### src/rtl/clk_div_pkg.sv
// Shared types and default sizing for the clock-enable sequencer.
package clk_div_pkg;

    localparam int unsigned DefCntW      = 8;
    localparam int unsigned DefMaxDiv    = 200;
    localparam int unsigned DefResetDiv  = 2;
    localparam int unsigned DefSettleCyc = 2;

    // Sequencer control states.
    typedef enum logic [1:0] {
        StOff,
        StRun,
        StWaitEdge,
        StSettle
    } state_e;

endpackage

### src/rtl/clk_div_sequencer_if.sv
// Configuration handshake and enable outputs of the clock-enable sequencer.
interface clk_div_sequencer_if
    import clk_div_pkg::*;
#(
    parameter int unsigned CNT_W = DefCntW
);

    logic             cfg_req;
    logic [CNT_W-1:0] cfg_div;
    logic             cfg_ack;
    logic             cfg_err;
    logic             clk_en;
    logic             clk_en_div2;
    logic [CNT_W-1:0] active_div;
    logic             busy;

    modport master (
        output cfg_req, cfg_div,
        input  cfg_ack, cfg_err, clk_en, clk_en_div2, active_div, busy
    );

    modport slave (
        input  cfg_req, cfg_div,
        output cfg_ack, cfg_err, clk_en, clk_en_div2, active_div, busy
    );

endinterface

### src/rtl/clk_div_counter.sv
// Period counter with registered enable pulse and half-rate enable.
module clk_div_counter
    import clk_div_pkg::*;
#(
    parameter int unsigned CNT_W = DefCntW
) (
    input  logic             i_clk,
    input  logic             i_rst_n,
    input  logic             i_load,
    input  logic             i_run,
    input  logic [CNT_W-1:0] i_ratio,
    output logic             o_wrap,
    output logic             o_en,
    output logic             o_en_div2
);

    logic [CNT_W-1:0] r_cnt;
    logic             r_phase;
    logic             r_en;
    logic             r_en_div2;
    logic             w_wrap;

    // Terminal count of the current period; a zero ratio never wraps.
    assign w_wrap = i_run && (i_ratio != '0) && (r_cnt == i_ratio - CNT_W'(1));

    // Count, register the pulse one cycle after terminal count, and track div2 phase.
    always_ff @(posedge i_clk or negedge i_rst_n) begin
        if (!i_rst_n) begin
            r_cnt     <= '0;
            r_phase   <= 1'b0;
            r_en      <= 1'b0;
            r_en_div2 <= 1'b0;
        end else begin
            r_en      <= w_wrap;
            r_en_div2 <= w_wrap & r_phase;
            // Load wins over wrap so the final old pulse keeps its phase but the new
            // ratio starts from phase 0.
            if (i_load) begin
                r_cnt   <= '0;
                r_phase <= 1'b0;
            end else if (w_wrap) begin
                r_cnt   <= '0;
                r_phase <= ~r_phase;
            end else if (i_run) begin
                r_cnt   <= r_cnt + CNT_W'(1);
            end
        end
    end

    assign o_wrap    = w_wrap;
    assign o_en      = r_en;
    assign o_en_div2 = r_en_div2;

endmodule

### src/rtl/clk_div_sequencer.sv
// Ratio-change FSM and req/ack handshake around the enable counter.
module clk_div_sequencer
    import clk_div_pkg::*;
#(
    parameter int unsigned CNT_W      = DefCntW,
    parameter int unsigned MAX_DIV    = DefMaxDiv,
    parameter int unsigned RESET_DIV  = DefResetDiv,
    parameter int unsigned SETTLE_CYC = DefSettleCyc
) (
    input  logic               i_sys_clk,
    input  logic               i_sys_rst_n,
    clk_div_sequencer_if.slave bus
);

    localparam logic [CNT_W-1:0] MaxDivV   = CNT_W'(MAX_DIV);
    localparam logic [CNT_W-1:0] ResetDivV = CNT_W'(RESET_DIV);
    localparam int unsigned      SetW      = (SETTLE_CYC > 1) ? $clog2(SETTLE_CYC) : 1;
    localparam logic [SetW-1:0]  SetLast   = SetW'(SETTLE_CYC - 1);
    localparam state_e           RstState  = (RESET_DIV != 0) ? StRun : StOff;

    state_e           r_state, w_state_d;
    logic             r_busy, w_busy_d;
    logic [CNT_W-1:0] r_div_req, w_div_req_d;
    logic [CNT_W-1:0] r_active_div, w_active_d;
    logic [SetW-1:0]  r_settle_cnt, w_settle_d;
    logic             w_load;
    logic             w_run;
    logic             w_ack;
    logic             w_err;
    logic             w_wrap;
    logic             w_en;
    logic             w_en_div2;

    // State and handshake registers.
    always_ff @(posedge i_sys_clk or negedge i_sys_rst_n) begin
        if (!i_sys_rst_n) begin
            r_state      <= RstState;
            r_busy       <= 1'b0;
            r_div_req    <= '0;
            r_active_div <= ResetDivV;
            r_settle_cnt <= '0;
        end else begin
            r_state      <= w_state_d;
            r_busy       <= w_busy_d;
            r_div_req    <= w_div_req_d;
            r_active_div <= w_active_d;
            r_settle_cnt <= w_settle_d;
        end
    end

    // Next-state, capture/decision and acknowledge decode.
    always_comb begin
        w_state_d   = r_state;
        w_busy_d    = r_busy;
        w_div_req_d = r_div_req;
        w_active_d  = r_active_div;
        w_settle_d  = r_settle_cnt;
        w_load      = 1'b0;
        w_run       = 1'b0;
        w_ack       = 1'b0;
        w_err       = 1'b0;
        case (r_state)
            StOff, StRun: begin
                w_run = (r_state == StRun);
                // In RUN/OFF, a set busy flag marks the decision cycle after capture.
                if (r_busy) begin
                    if (r_div_req > MaxDivV) begin
                        w_ack    = 1'b1;
                        w_err    = 1'b1;
                        w_busy_d = 1'b0;
                    end else if (r_div_req == r_active_div) begin
                        w_ack    = 1'b1;
                        w_busy_d = 1'b0;
                    end else if (r_state == StRun) begin
                        w_state_d = StWaitEdge;
                    end else begin
                        w_state_d  = StSettle;
                        w_load     = 1'b1;
                        w_active_d = r_div_req;
                        w_settle_d = '0;
                    end
                end else if (bus.cfg_req) begin
                    w_busy_d    = 1'b1;
                    w_div_req_d = bus.cfg_div;
                end
            end
            StWaitEdge: begin
                w_run = 1'b1;
                if (w_wrap) begin
                    w_state_d  = StSettle;
                    w_load     = 1'b1;
                    w_active_d = r_div_req;
                    w_settle_d = '0;
                end
            end
            StSettle: begin
                if (r_settle_cnt == SetLast) begin
                    w_ack     = 1'b1;
                    w_busy_d  = 1'b0;
                    w_state_d = (r_active_div == '0) ? StOff : StRun;
                end else begin
                    w_settle_d = r_settle_cnt + SetW'(1);
                end
            end
            default: w_state_d = RstState;
        endcase
    end

    clk_div_counter #(
        .CNT_W (CNT_W)
    ) u_counter (
        .i_clk     (i_sys_clk),
        .i_rst_n   (i_sys_rst_n),
        .i_load    (w_load),
        .i_run     (w_run),
        .i_ratio   (r_active_div),
        .o_wrap    (w_wrap),
        .o_en      (w_en),
        .o_en_div2 (w_en_div2)
    );

    assign bus.cfg_ack     = w_ack;
    assign bus.cfg_err     = w_err;
    assign bus.clk_en      = w_en;
    assign bus.clk_en_div2 = w_en_div2;
    assign bus.active_div  = r_active_div;
    assign bus.busy        = r_busy;

endmodule
### src/flat_wrapper.sv
// flat-port wrapper written by rule: the top's interface ports become plain ports
module clk_div_sequencer_flat import clk_div_pkg::*;
#(
    parameter int unsigned CNT_W      = DefCntW,
    parameter int unsigned MAX_DIV    = DefMaxDiv,
    parameter int unsigned RESET_DIV  = DefResetDiv,
    parameter int unsigned SETTLE_CYC = DefSettleCyc
)
  (i_sys_clk, i_sys_rst_n, bus_cfg_req, bus_cfg_div, bus_cfg_ack, bus_cfg_err, bus_clk_en, bus_clk_en_div2, bus_active_div, bus_busy);
  clk_div_sequencer_if #(.CNT_W(CNT_W)) bus_i ();
  input  logic i_sys_clk;
  input  logic i_sys_rst_n;
  input wire logic [$bits(bus_i.cfg_req)-1:0] bus_cfg_req;
  input wire logic [$bits(bus_i.cfg_div)-1:0] bus_cfg_div;
  output wire logic [$bits(bus_i.cfg_ack)-1:0] bus_cfg_ack;
  output wire logic [$bits(bus_i.cfg_err)-1:0] bus_cfg_err;
  output wire logic [$bits(bus_i.clk_en)-1:0] bus_clk_en;
  output wire logic [$bits(bus_i.clk_en_div2)-1:0] bus_clk_en_div2;
  output wire logic [$bits(bus_i.active_div)-1:0] bus_active_div;
  output wire logic [$bits(bus_i.busy)-1:0] bus_busy;
  assign bus_i.cfg_req = bus_cfg_req;
  assign bus_i.cfg_div = bus_cfg_div;
  assign bus_cfg_ack = bus_i.cfg_ack;
  assign bus_cfg_err = bus_i.cfg_err;
  assign bus_clk_en = bus_i.clk_en;
  assign bus_clk_en_div2 = bus_i.clk_en_div2;
  assign bus_active_div = bus_i.active_div;
  assign bus_busy = bus_i.busy;
  clk_div_sequencer #(.CNT_W(CNT_W), .MAX_DIV(MAX_DIV), .RESET_DIV(RESET_DIV), .SETTLE_CYC(SETTLE_CYC)) u_core (.i_sys_clk(i_sys_clk), .i_sys_rst_n(i_sys_rst_n), .bus(bus_i));
endmodule
### config.mk
export PLATFORM = sky130hd
export DESIGN_NAME = clk_div_sequencer_flat
export DESIGN_NICKNAME = d
export VERILOG_FILES = /design/src/rtl/clk_div_pkg.sv /design/src/rtl/clk_div_sequencer_if.sv /design/src/rtl/clk_div_counter.sv /design/src/rtl/clk_div_sequencer.sv /design/src/flat_wrapper.sv
export SDC_FILE = /design/constraint.sdc
export NUM_CORES = 1
export LEC_CHECK = 0
export ABC_AREA = 1
export ABC_CLOCK_PERIOD_IN_PS = 3000
export CAP_MARGIN = 25
export CORE_MARGIN = 2
export CORE_UTILIZATION = 45
export DETAILED_ROUTE_END_ITERATION = 8
export GPL_ROUTABILITY_DRIVEN = 0
export PLACE_DENSITY = 0.66
export SLEW_MARGIN = 5
export SYNTH_ARGS = -nofsm -noshare
export SYNTH_HDL_FRONTEND = slang
export SYNTH_SLANG_ARGS = --single-unit
### constraint.sdc
create_clock -name i_sys_clk -period 3 [get_ports i_sys_clk]
set_clock_uncertainty 0.2 [all_clocks]
set_input_delay 0.75 -clock i_sys_clk [delete_from_list [all_inputs] [get_ports i_sys_clk]]
set_output_delay 0.75 -clock i_sys_clk [all_outputs]
set_load 0.02 [all_outputs]
==> results.py <==
metrics = {
    "status": {
        "status": "completed",
    },
    "logic_synthesis": {
        "syn_area_um2": 2088,
        "synth-async-reset-ratio_pct": 100.0,
        "synth.distinct_cells": 28,
        "ys.flop_type": "dfrtp_1",
        "synth_seq_area_share_pct": 37.27,
        "netlist_instances": 266,
        "synth-edff-count": 0,
        "synth-seq-cells": 31,
        "yosys_warnings": 0,
        "synth_nets": 286,
        "avgSynthCellArea_um2": 7.851,
    },
    "route": {
        "wl_met1_um": 1920,
        "via_per_inst": 4.881,
        "drt_iter0_markers": 91,
        "top_layer": "met4",
        "met2_length_um": 2043,
        "vias": 1718,
        "drc": 0,
        "drt_wl_total_um": 4234,
        "wl_met3_um": 161,
        "wl_per_cell_um": 12.03,
        "postRouteAntennaNets": 0,
        "dr.pass1.iters": 5,
    },
    "finish": {
        "layout.nets": 320,
        "fill_cells": 427,
        "n_antenna_cell": 0,
        "drive_above_1_share_pct": 15.33,
        "final_common_cell": "nand2_1",
        "post-route-util_pct": 56.55,
        "layout.cells.non_filler": 352,
        "regArea_um2": 778.2,
        "area_growth_pct": 19.53,
        "mostFrequentLayoutCells": "nand2_1, dfrtp_1, nor2_1",
        "multi_input_area_um2": 1131,
    },
    "clocking": {
        "clkSinkCount": 31,
        "cts_root_buf": "clkbuf_8",
        "clk-insertion-delay-late_ns": 0.29,
        "cts_setup_buffers": 0,
        "numCtsBuffers": 5,
        "cts_htree_levels": 2,
        "cts_tree": "built",
        "postCtsHoldBufs": 0,
        "cts_buffer_depth": 2,
        "clk_pin_slew_ns": 0.07,
    },
    "min_path": {
        "hp-class": "register to register",
    },
    "placed_design": {
        "pre_cts_slack_ns": 0.1493,
        "dp.cells": 345,
        "hpwl_um": 3232,
        "port_buffers": 23,
    },
    "power_and_ir_drop": {
        "p_int_uw": 1571,
        "clockPowerShare_pct": 11.1,
        "power_per_cell_area_nw_per_um2": 1196,
        "swShare_pct": 47.39,
        "pwr-share-comb_pct": 62.8,
        "p_sw_uw": 1415,
        "power.static_leakage_uw": 0.001257,
        "seq_power_share_pct": 26.0,
        "ir_drop_uv": 565.3,
    },
    "grt": {
        "grt_pass1_wl_um": 7410,
        "grt_overflow_total": 0,
        "first_global_vias": 1695,
        "antenna_found_initial": 0,
        "grt_max_degree": 32,
        "track_usage_pct": 18.56,
    },
    "critical_path": {
        "cpMaxStageDelayCell": "dfstp_2",
        "critical_path.max_fanout": 6,
        "crit_cells": 7,
        "r2r_cells": 11,
        "crit_family": "flip-flops",
        "max_stage_delay_ns": 0.59,
        "crit_start": "u_core.r_state[0]",
        "crit_path_start_kind": "register",
        "crit_path_end": "bus_cfg_ack",
        "reg2reg_slack_ns": 0.51,
        "crit_top_cell": "inv_1",
        "worstPathCellList": "inv_1 > ha_1 > nor2_2 > inv_1 > nand3_1 > a21oi_1 > dlygate4sd2_1",
        "crit_arrival_ns": 1.94,
        "r2r-end": "u_core.bus.active_div[5]",
        "critPathCaptureType": "output pin",
        "critPathKind": "register to output pin",
        "r2r-start": "u_core.r_state[0]",
        "crit_required_ns": 2.05,
        "critical_path_buf_inv_count": 3,
    },
    "sta": {
        "setup_ws_ns": 0.1130,
        "slew_headroom_pct": 71.14,
        "min_period_ns": 2.887,
        "finalCritPeriodShare_pct": 96.23,
        "finalSetupViolCount": 0,
        "final_max_slew_viol_count": 0,
        "worst_pin_slew_ns": 0.4324,
        "max_freq_ghz": 0.3464,
        "hold_viol": 0,
    },
    "floorplanning": {
        "core_um2": 4414,
        "fp-row-count": 24,
        "die_x_um": 72.12,
        "die_area_um2": 5201,
        "ios": 24,
        "die_y_um": 72.12,
        "start_util_pct": 47.31,
    },
    "flow_run": {
        "drv_cap": 0,
    },
}
==> metrics by stage <==
stage          instance area (um^2)  power, uW  setup TNS (ns)  hold slack, ns
6_report                       2496       2986               0          0.2793
4_1_cts                        2491       3002               0          0.2826
3_5_place_dp                   2405       2660               0          0.2681
2_1_floorplan                  2088       2186               0          0.2544
5_1_grt                        2496       3286     -0.00001221          0.3272
3_3_place_gp                   2405       2625               0          0.2670
==> repair_timing <==
action                                  CTS  global route
endpoints found under the setup margin    1             2
gates resized for setup                   1             2
cloned                                    0             0
==> registers in the layout (all words and copies together), names as in the netlist <==
register	cells
u_core.r_state	2
u_core.r_div_req	8
u_core.r_settle_cnt	1
u_core.bus.active_div	8
u_core.u_counter.r_phase	1
u_core.u_counter.r_cnt	8
u_core.u_counter.o_en_div2	1
u_core.u_counter.o_en	1
u_core.bus.busy	1
==> worst min-delay path by stage <==
stage | from | end | slack [ns] | cells past startpoint
after global routing | u_core.r_state[0] | u_core.r_state[0] | 0.33 | 2
after floorplan | i_sys_rst_n | u_core.bus.active_div[0] | 0.25 | 0
after global placement | u_core.u_counter.r_phase | u_core.u_counter.o_en_div2 | 0.27 | 2
final | u_core.u_counter.r_phase | u_core.u_counter.o_en_div2 | 0.28 | 2
after CTS | u_core.u_counter.r_phase | u_core.u_counter.o_en_div2 | 0.28 | 2
after detailed placement | u_core.u_counter.r_phase | u_core.u_counter.o_en_div2 | 0.27 | 2
==> synthesized netlist by cell type (2+ instances only) <==
cell | instances | area (um^2)
nand2_1 | 79 | 296.5
dfrtp_1 | 29 | 725.7
nor2_1 | 28 | 105.1
inv_1 | 26 | 97.59
xnor2_1 | 13 | 113.9
nand4_1 | 11 | 68.82
nand3_1 | 10 | 50.05
ha_1 | 9 | 112.6
xor2_1 | 9 | 78.83
mux2_2 | 7 | 78.83
o21ai_0 | 6 | 30.03
nor2_2 | 5 | 31.28
nor3_1 | 5 | 25.02
a21oi_1 | 4 | 20.02
inv_2 | 4 | 15.01
buf_2 | 3 | 15.01
buf_6 | 3 | 33.78
dfstp_2 | 2 | 52.55
nand2_2 | 2 | 12.51
nand3_4 | 2 | 35.03
nor2_4 | 2 | 22.52
==> layout make-up <==
| cell class | count | area share, % |
|---|---|---|
| clock buffer | 6 | 3.308 |
| clock inverter | 1 | 0.2005 |
| inverter | 30 | 4.511 |
| multi-input combinational | 197 | 45.31 |
| sequential | 31 | 31.18 |
| tap | 52 | 2.607 |
| timing repair buffer | 35 | 12.88 |
==> metal layers <==
metal / up-vias / global-route usage (%)
li1: 901 / -
met1: 771 / 23.21
met2: 37 / 30.38
met3: 9 / 2.917
met4: 0 / 10.69
met5: - / 0
==> tightest hold or removal path, cell delays in order (launching register included) <==
cell,delay [ns]
dfrtp_1,0.35
nand2_1,0.06
inv_1,0.04
==> power by group through the flow <==
stage               logic (uW)  registers, uW  clock network (uW)
global route              2120            806                 364
global placement          1850            777                   0
CTS                       1880            779                 342
detailed placement        1870            787                   0
finish                    1880            778                 332
floorplan                 1350            833                   0
==> cells by family (layout without fill, tap and decap cells) <==
| logic type | count (synthesis) | after routing | synth area share, % |
|---|---|---|---|
| muxes | 7 | 7 | 3.775 |
| and+or+nand+nor | 146 | 146 | 31.87 |
| xor gates and xnor gates | 22 | 22 | 9.227 |
| buffers and inverters | 38 | 72 | 8.687 |
| AOI/OAI and AO/OA | 13 | 13 | 3.775 |
| DFF | 31 | 31 | 37.27 |
| adders and majority gates | 9 | 9 | 5.393 |
Note: power is estimated with default switching activity, not from simulation.
